===== src/rtl/mips_pkg.sv =====
// ---------------------------------------------------------------------------
// mips_pkg
// Shared constants for the EX-stage forwarding / load-use hazard logic.
//   REG_AW    : register-address width
//   FWD_W     : forwarding-select width
//   FWD_*     : operand-select encodings (register file, WB, MEM)
//   REG_ZERO  : hard-wired zero register, never a valid destination
// ---------------------------------------------------------------------------
package mips_pkg;

  localparam int REG_AW = 5;
  localparam int FWD_W  = 2;

  localparam logic [FWD_W-1:0]  FWD_NONE = 2'b00;
  localparam logic [FWD_W-1:0]  FWD_WB   = 2'b01;
  localparam logic [FWD_W-1:0]  FWD_MEM  = 2'b10;

  localparam logic [REG_AW-1:0] REG_ZERO = 5'd0;

endpackage


===== src/rtl/fwd_hazard_unit_dest_tag_reg.sv =====
// ---------------------------------------------------------------------------
// dest_tag_reg
// One pipeline stage of destination-tag state {valid, wreg, memread}.
// Used once for EX->MEM and once for MEM->WB.
// Ports:
//   clk, rst          : clock, asynchronous active-high reset
//   i_valid/i_wreg/i_memread : tag entering the stage
//   o_valid/o_wreg/o_memread : registered tag
// ---------------------------------------------------------------------------
module dest_tag_reg
  import mips_pkg::*;
#(
  parameter int TAG_AW = REG_AW
) (
  input  logic              clk,
  input  logic              rst,
  input  logic              i_valid,
  input  logic [TAG_AW-1:0] i_wreg,
  input  logic              i_memread,
  output logic              o_valid,
  output logic [TAG_AW-1:0] o_wreg,
  output logic              o_memread
);

  logic              r_valid;
  logic [TAG_AW-1:0] r_wreg;
  logic              r_memread;

  always_ff @(posedge clk or posedge rst) begin
    if (rst) begin
      r_valid   <= 1'b0;
      r_wreg    <= '0;
      r_memread <= 1'b0;
    end else begin
      r_valid   <= i_valid;
      r_wreg    <= i_wreg;
      r_memread <= i_memread;
    end
  end

  assign o_valid   = r_valid;
  assign o_wreg    = r_wreg;
  assign o_memread = r_memread;

endmodule


===== src/rtl/fwd_hazard_unit.sv =====
// ---------------------------------------------------------------------------
// fwd_hazard_unit
// Tracks destination tags of the instructions in MEM and WB, produces the
// EX operand forwarding selects and the ID-stage load-use stall request.
// Ports:
//   clk, reset                 : clock, asynchronous active-high reset
//   ex_wreg/ex_regwrite/ex_memread : destination and controls of EX instr
//   ex_rs, ex_rt               : EX operand source registers
//   id_rs, id_rt, id_uses_rt, id_valid : ID instruction source info
//   flush                      : EX instruction is squashed
//   fwd_a, fwd_b               : 00 regfile, 01 WB, 10 MEM
//   stall                      : load-use hazard, hold PC and IF/ID
//   mem_wreg, wb_wreg, wb_regwrite : registered tag state
//   stall_cnt (HAZ_STATS_EN)   : saturating count of stall cycles
// Build option: define HAZ_STATS_EN to add the stall_cnt counter/port.
// ---------------------------------------------------------------------------
module fwd_hazard_unit
  import mips_pkg::*;
#(
  parameter int REG_AW = mips_pkg::REG_AW,
  parameter int FWD_W  = mips_pkg::FWD_W
) (
  input  logic              clk,
  input  logic              reset,
  input  logic [REG_AW-1:0] ex_wreg,
  input  logic              ex_regwrite,
  input  logic              ex_memread,
  input  logic [REG_AW-1:0] ex_rs,
  input  logic [REG_AW-1:0] ex_rt,
  input  logic [REG_AW-1:0] id_rs,
  input  logic [REG_AW-1:0] id_rt,
  input  logic              id_uses_rt,
  input  logic              id_valid,
  input  logic              flush,
  output logic [FWD_W-1:0]  fwd_a,
  output logic [FWD_W-1:0]  fwd_b,
  output logic              stall,
`ifdef HAZ_STATS_EN
  output logic [15:0]       stall_cnt,
`endif
  output logic [REG_AW-1:0] mem_wreg,
  output logic [REG_AW-1:0] wb_wreg,
  output logic              wb_regwrite
);

  logic w_ex_live;
  logic w_mem_valid;
  logic w_mem_memread;
  logic w_wb_valid;
  // The WB stage shares the tag-register shape; nothing downstream needs it.
  logic w_wb_memread_unused;

  // Writes to $0 and squashed instructions enter MEM as bubbles.
  assign w_ex_live = ex_regwrite & (ex_wreg != REG_ZERO) & ~flush;

  // ---- EX -> MEM tag stage ----
  dest_tag_reg #(.TAG_AW(REG_AW)) u_mem_tag (
    .clk       (clk),
    .rst       (reset),
    .i_valid   (w_ex_live),
    .i_wreg    (ex_wreg),
    .i_memread (ex_memread & w_ex_live),
    .o_valid   (w_mem_valid),
    .o_wreg    (mem_wreg),
    .o_memread (w_mem_memread)
  );

  // ---- MEM -> WB tag stage ----
  dest_tag_reg #(.TAG_AW(REG_AW)) u_wb_tag (
    .clk       (clk),
    .rst       (reset),
    .i_valid   (w_mem_valid),
    .i_wreg    (mem_wreg),
    .i_memread (w_mem_memread),
    .o_valid   (w_wb_valid),
    .o_wreg    (wb_wreg),
    .o_memread (w_wb_memread_unused)
  );

  assign wb_regwrite = w_wb_valid;

  // Youngest producer wins; a load still in MEM has no data yet, so it is
  // skipped and the WB stage is consulted instead.
  function automatic logic [FWD_W-1:0] fwd_sel(
    input logic [REG_AW-1:0] src,
    input logic              m_valid,
    input logic              m_memread,
    input logic [REG_AW-1:0] m_wreg,
    input logic              b_valid,
    input logic [REG_AW-1:0] b_wreg
  );
    if (m_valid && !m_memread && (m_wreg == src)) return FWD_MEM;
    else if (b_valid && (b_wreg == src))          return FWD_WB;
    else                                          return FWD_NONE;
  endfunction

  assign fwd_a = fwd_sel(ex_rs, w_mem_valid, w_mem_memread, mem_wreg,
                         w_wb_valid, wb_wreg);
  assign fwd_b = fwd_sel(ex_rt, w_mem_valid, w_mem_memread, mem_wreg,
                         w_wb_valid, wb_wreg);

  // Load in EX feeding the ID instruction; flush kills the load, and reset
  // holds the request low.
  assign stall = ~reset & id_valid & ex_regwrite & ex_memread &
                 (ex_wreg != REG_ZERO) & ~flush &
                 ((ex_wreg == id_rs) | (id_uses_rt & (ex_wreg == id_rt)));

`ifdef HAZ_STATS_EN
  logic [15:0] r_stall_cnt;

  always_ff @(posedge clk or posedge reset) begin
    if (reset) begin
      r_stall_cnt <= 16'h0000;
    end else if (stall && (r_stall_cnt != 16'hFFFF)) begin
      r_stall_cnt <= r_stall_cnt + 16'h0001;
    end
  end

  assign stall_cnt = r_stall_cnt;
`endif

endmodule


===== config.mk =====
export PLATFORM = sky130hd
export DESIGN_NAME = fwd_hazard_unit
export DESIGN_NICKNAME = d
export VERILOG_FILES = /design/src/rtl/mips_pkg.sv /design/src/rtl/fwd_hazard_unit_dest_tag_reg.sv /design/src/rtl/fwd_hazard_unit.sv
export SDC_FILE = /design/constraint.sdc
export NUM_CORES = 1
export LEC_CHECK = 0
export CAP_MARGIN = 5
export CORE_UTILIZATION = 31
export CTS_CLUSTER_DIAMETER = 40
export DETAILED_ROUTE_END_ITERATION = 10
export GPL_TIMING_DRIVEN = 0
export PLACE_DENSITY = 0.79
export SLEW_MARGIN = 10
export SYNTH_ARGS = -nofsm -noshare
export SYNTH_HDL_FRONTEND = slang
export SYNTH_SLANG_ARGS = --single-unit

===== constraint.sdc =====
create_clock -name clk -period 1.99 [get_ports clk]
set_clock_uncertainty 0.15 [all_clocks]
set_input_delay 0.4975 -clock clk [delete_from_list [all_inputs] [get_ports clk]]
set_output_delay 0.4975 -clock clk [all_outputs]
set_load 0.05 [all_outputs]

==> tab_implementation.tex <==
\begin{tabular}{lr}
\hline
Metric & Value \\
\hline
\multicolumn{2}{l}{\textbf{Outcome}} \\
Result of the run & finished with violations \\
Violations in the final reports & design-rule violations, negative setup slack \\
\multicolumn{2}{l}{\textbf{STA}} \\
Setup slack of the critical path after layout & -328 ps \\
Setup violations, final & 5 \\
Timing-limited maximum frequency & 0.431 GHz \\
Slew at the pin with the worst max-slew slack & 491 ps \\
Final Hold Fails & 0 \\
Worst max-slew margin expressed relative to the limit & 67.4\% \\
RSZ-0062 raised after global routing & yes \\
Minimum clock period after layout & 2320 ps \\
Final clock period utilization by the worst path & 116\% \\
Number of max-slew violations in the final report & 0 \\
\multicolumn{2}{l}{\textbf{Floorplan}} \\
I/O pin total & 48 \\
Number of placement rows & 17 \\
Core Area & 0.00219 sq mm \\
Chip width & 50.0 microns \\
Die Outline Area & 0.00250 sq mm \\
Starting utilization of the core area & 32.6\% \\
Overall die height & 50.0 microns \\
\multicolumn{2}{l}{\textbf{Cells and area}} \\
Share of post-route cells with drive strength above 1 & 32.5\% \\
Most frequent cells in the layout & dlygate4sd2\_1, xnor2\_1, xor2\_1, clkdlybuf4s15\_1, dfrtp\_1 \\
Antenna cells & 0 \\
Area growth from synthesis to layout & 89.8\% \\
Net count reported at finish & 153 \\
Utilization after layout & 61.9\% \\
Final design instance area without fill & 0.00136 sq mm \\
Non-filler cells, final & 148 \\
Most frequent standard cell in the layout excluding fill and tap cells & dlygate4sd2\_1 \\
Fill cell instance count of the final layout & 195 \\
\multicolumn{2}{l}{\textbf{Worst setup path}} \\
Launch instance of the worst register-to-register path & u\_mem\_tag.o\_wreg[0] \\
Kind of capture point of the worst setup path & output pin \\
Largest fanout of any net on the critical path & 2 \\
Worst-case register-to-register setup slack & 1260 ps \\
Class of the most critical setup path & primary input to output pin \\
Arrival time at the worst endpoint & 1670 ps \\
Type of element launching the critical path & primary input \\
Path depth of the worst reg2reg path & 0 \\
Critical path required time & 1340 ps \\
Crit Reg-Reg Endpoint & u\_wb\_tag.o\_wreg[0] \\
\multicolumn{2}{l}{\textbf{Synthesis}} \\
Flip-flop and latch count after synthesis & 13 \\
Cell area after synthesis & 714 sq um \\
Count of unique library cells instantiated by Yosys & 16 \\
Warnings, synthesis & 0 \\
Dominant cells by area after synthesis & dfrtp\_1, xnor2\_1, xor2\_1, nand4\_1, nand3\_1 \\
Synthesized netlist cell count & 66 \\
Net count after synthesis & 98 \\
Synth top area share & 45.5\% \\
Sequential cell area fraction in the yosys report & 45.5\% \\
Average cell area after synthesis & 10.8 sq um \\
Cell taking the most area after synthesis & dfrtp\_1 \\
\multicolumn{2}{l}{\textbf{Min path}} \\
HP Class & primary input to register \\
Hold path cells & 1 \\
Start point of the worst hold path & ex\_wreg[2] \\
Worst hold path endpoint & u\_mem\_tag.o\_wreg[2] \\
\multicolumn{2}{l}{\textbf{Power and ir drop}} \\
Overall power of the completed layout & 664 uW \\
Leakage power figure & 0.576 nW \\
Highest ir drop seen on vdd & 0.258 mV \\
Power Density & 489 mW/mm\^{}2 \\
\multicolumn{2}{l}{\textbf{Global routing}} \\
GRT Resource Usage Total & 15.9\% \\
First-pass GRT wire length & 2910 microns \\
Pin count of the biggest net entering global routing & 14 \\
Remaining global-route overflow & 0 \\
Antenna violations before repair & 0 \\
Vias in the first global route & 693 \\
\multicolumn{2}{l}{\textbf{Placed design}} \\
Place WS & -1250 ps \\
Cell area after placement & 0.00127 sq mm \\
Number of instances in the placed design & 141 \\
Final weighted congestion in routability-driven placement & 0.753 \\
Port Buffer Count & 47 \\
Post-DP HPWL & 1470 microns \\
\multicolumn{2}{l}{\textbf{Route}} \\
Number of routed nets with antenna violations & 0 \\
First-pass detailed-route iteration total & 7 \\
Total via count in the routed design & 693 \\
1st-iter DRT viols & 7 \\
Routed via count divided by cell count & 4.68 \\
Final wirelength & 1870 microns \\
DRC Markers & 2 \\
Average wire per standard cell & 12.6 microns \\
\multicolumn{2}{l}{\textbf{CTS}} \\
Number of sinks driven by the clock tree & 13 \\
Cts bufs inserted & 3 \\
Number of buffers inserted by hold repair at cts & 0 \\
Clock Root Buffer & clkbuf\_4 \\
Max H-tree Level & 1 \\
Latest clock arrival within the worst-skew pair & 260 ps \\
Longest Clk Path Bufs & 2 \\
Clock tree from TritonCTS & built \\
Clock edge transition at the registers on the reported setup and hold paths & 70 ps \\
\multicolumn{2}{l}{\textbf{Flow run}} \\
Maximum capacitance violations & 0 \\
\hline
\end{tabular}
==> cell type report <==
class                      instances  area [sq um]  share of cell area, %
clock buffer                       4          26.3                   1.94
inverter                           1          7.51                  0.554
multi-input combinational         52           488                   36.0
sequential                        13           332                   24.4
tap                               28          35.0                   2.58
timing repair buffer              50           468                   34.5
==> power by group <==
part | total [mW] | switching [mW] | internal, mW
Combinational | 0.219 | 0.115 | 0.103
Clock | 0.151 | 0.0732 | 0.0774
Sequential | 0.294 | 0.0160 | 0.278
==> metrics by stage <==
stage	hold slack [ps]	TNS (ps)
3_3_place_gp	210	-5850
4_1_cts	188	-1160
5_1_grt	180	-1460
3_5_place_dp	226	-5910
2_1_floorplan	205	-531
6_report	200	-1080
==> worst max-delay path, stage by stage <==
cell and delay [ps]:
clkdlybuf4s15_1 200, xor2_1 190, nor4_2 320, nand3_1 180, nor2_4 130, buf_8 150
==> how the worst max path moves through the flow <==
stage	to	slack, ps	startpoint
floorplan	fwd_a[0]	-230	u_mem_tag.o_wreg[2]
global placement	stall	-1260	ex_wreg[1]
detailed placement	stall	-1250	ex_wreg[1]
CTS	fwd_b[0]	-290	u_wb_tag.o_wreg[2]
global route	fwd_b[0]	-410	u_wb_tag.o_wreg[1]
finish	fwd_b[0]	-330	ex_rt[4]
==> what timing repair did <==
item,in CTS,in global routing
buffers inserted,1,2
setup endpoints to repair,16,5
resized for setup,109,10
pin swaps,31,16
==> registers in the layout, indices dropped and copies added (netlist names) <==
signal,flops
u_wb_tag.o_valid,1
u_mem_tag.o_wreg,5
u_mem_tag.o_valid,1
u_wb_tag.o_wreg,5
u_mem_tag.o_memread,1
==> metal layers <==
layer  part of all wire [%]  GRT usage [%]  vias to the layer above
met5                      0              0                        -
met1                     38           16.6                      323
met3                    7.3           3.09                        0
met4                      0           8.57                        0
li1                       -              -                      332
met2                     54           29.3                       38
==> cell families after synthesis <==
group | count (synthesis) | synth area share [%]
XOR/XNOR | 30 | 36.8
AND/OR/NAND/NOR | 21 | 16.3
flip-flops | 13 | 45.5
AO/OA/AOI/OAI | 1 | 0.876
buffers and inverters | 1 | 0.525
==> cells in the mapped netlist <==
cell	instances
nand4_1	3
nor3b_1	1
nor4_1	2
xnor2_1	20
xor2_1	10
nand3_1	3
inv_1	1
dfrtp_1	13
nand2_1	3
and4_1	1
or4_1	1
nor2_1	2
nand2b_1	1
o22ai_1	1
nor2_2	1
nor3_1	3
Note: power is estimated with default switching activity, not from simulation.
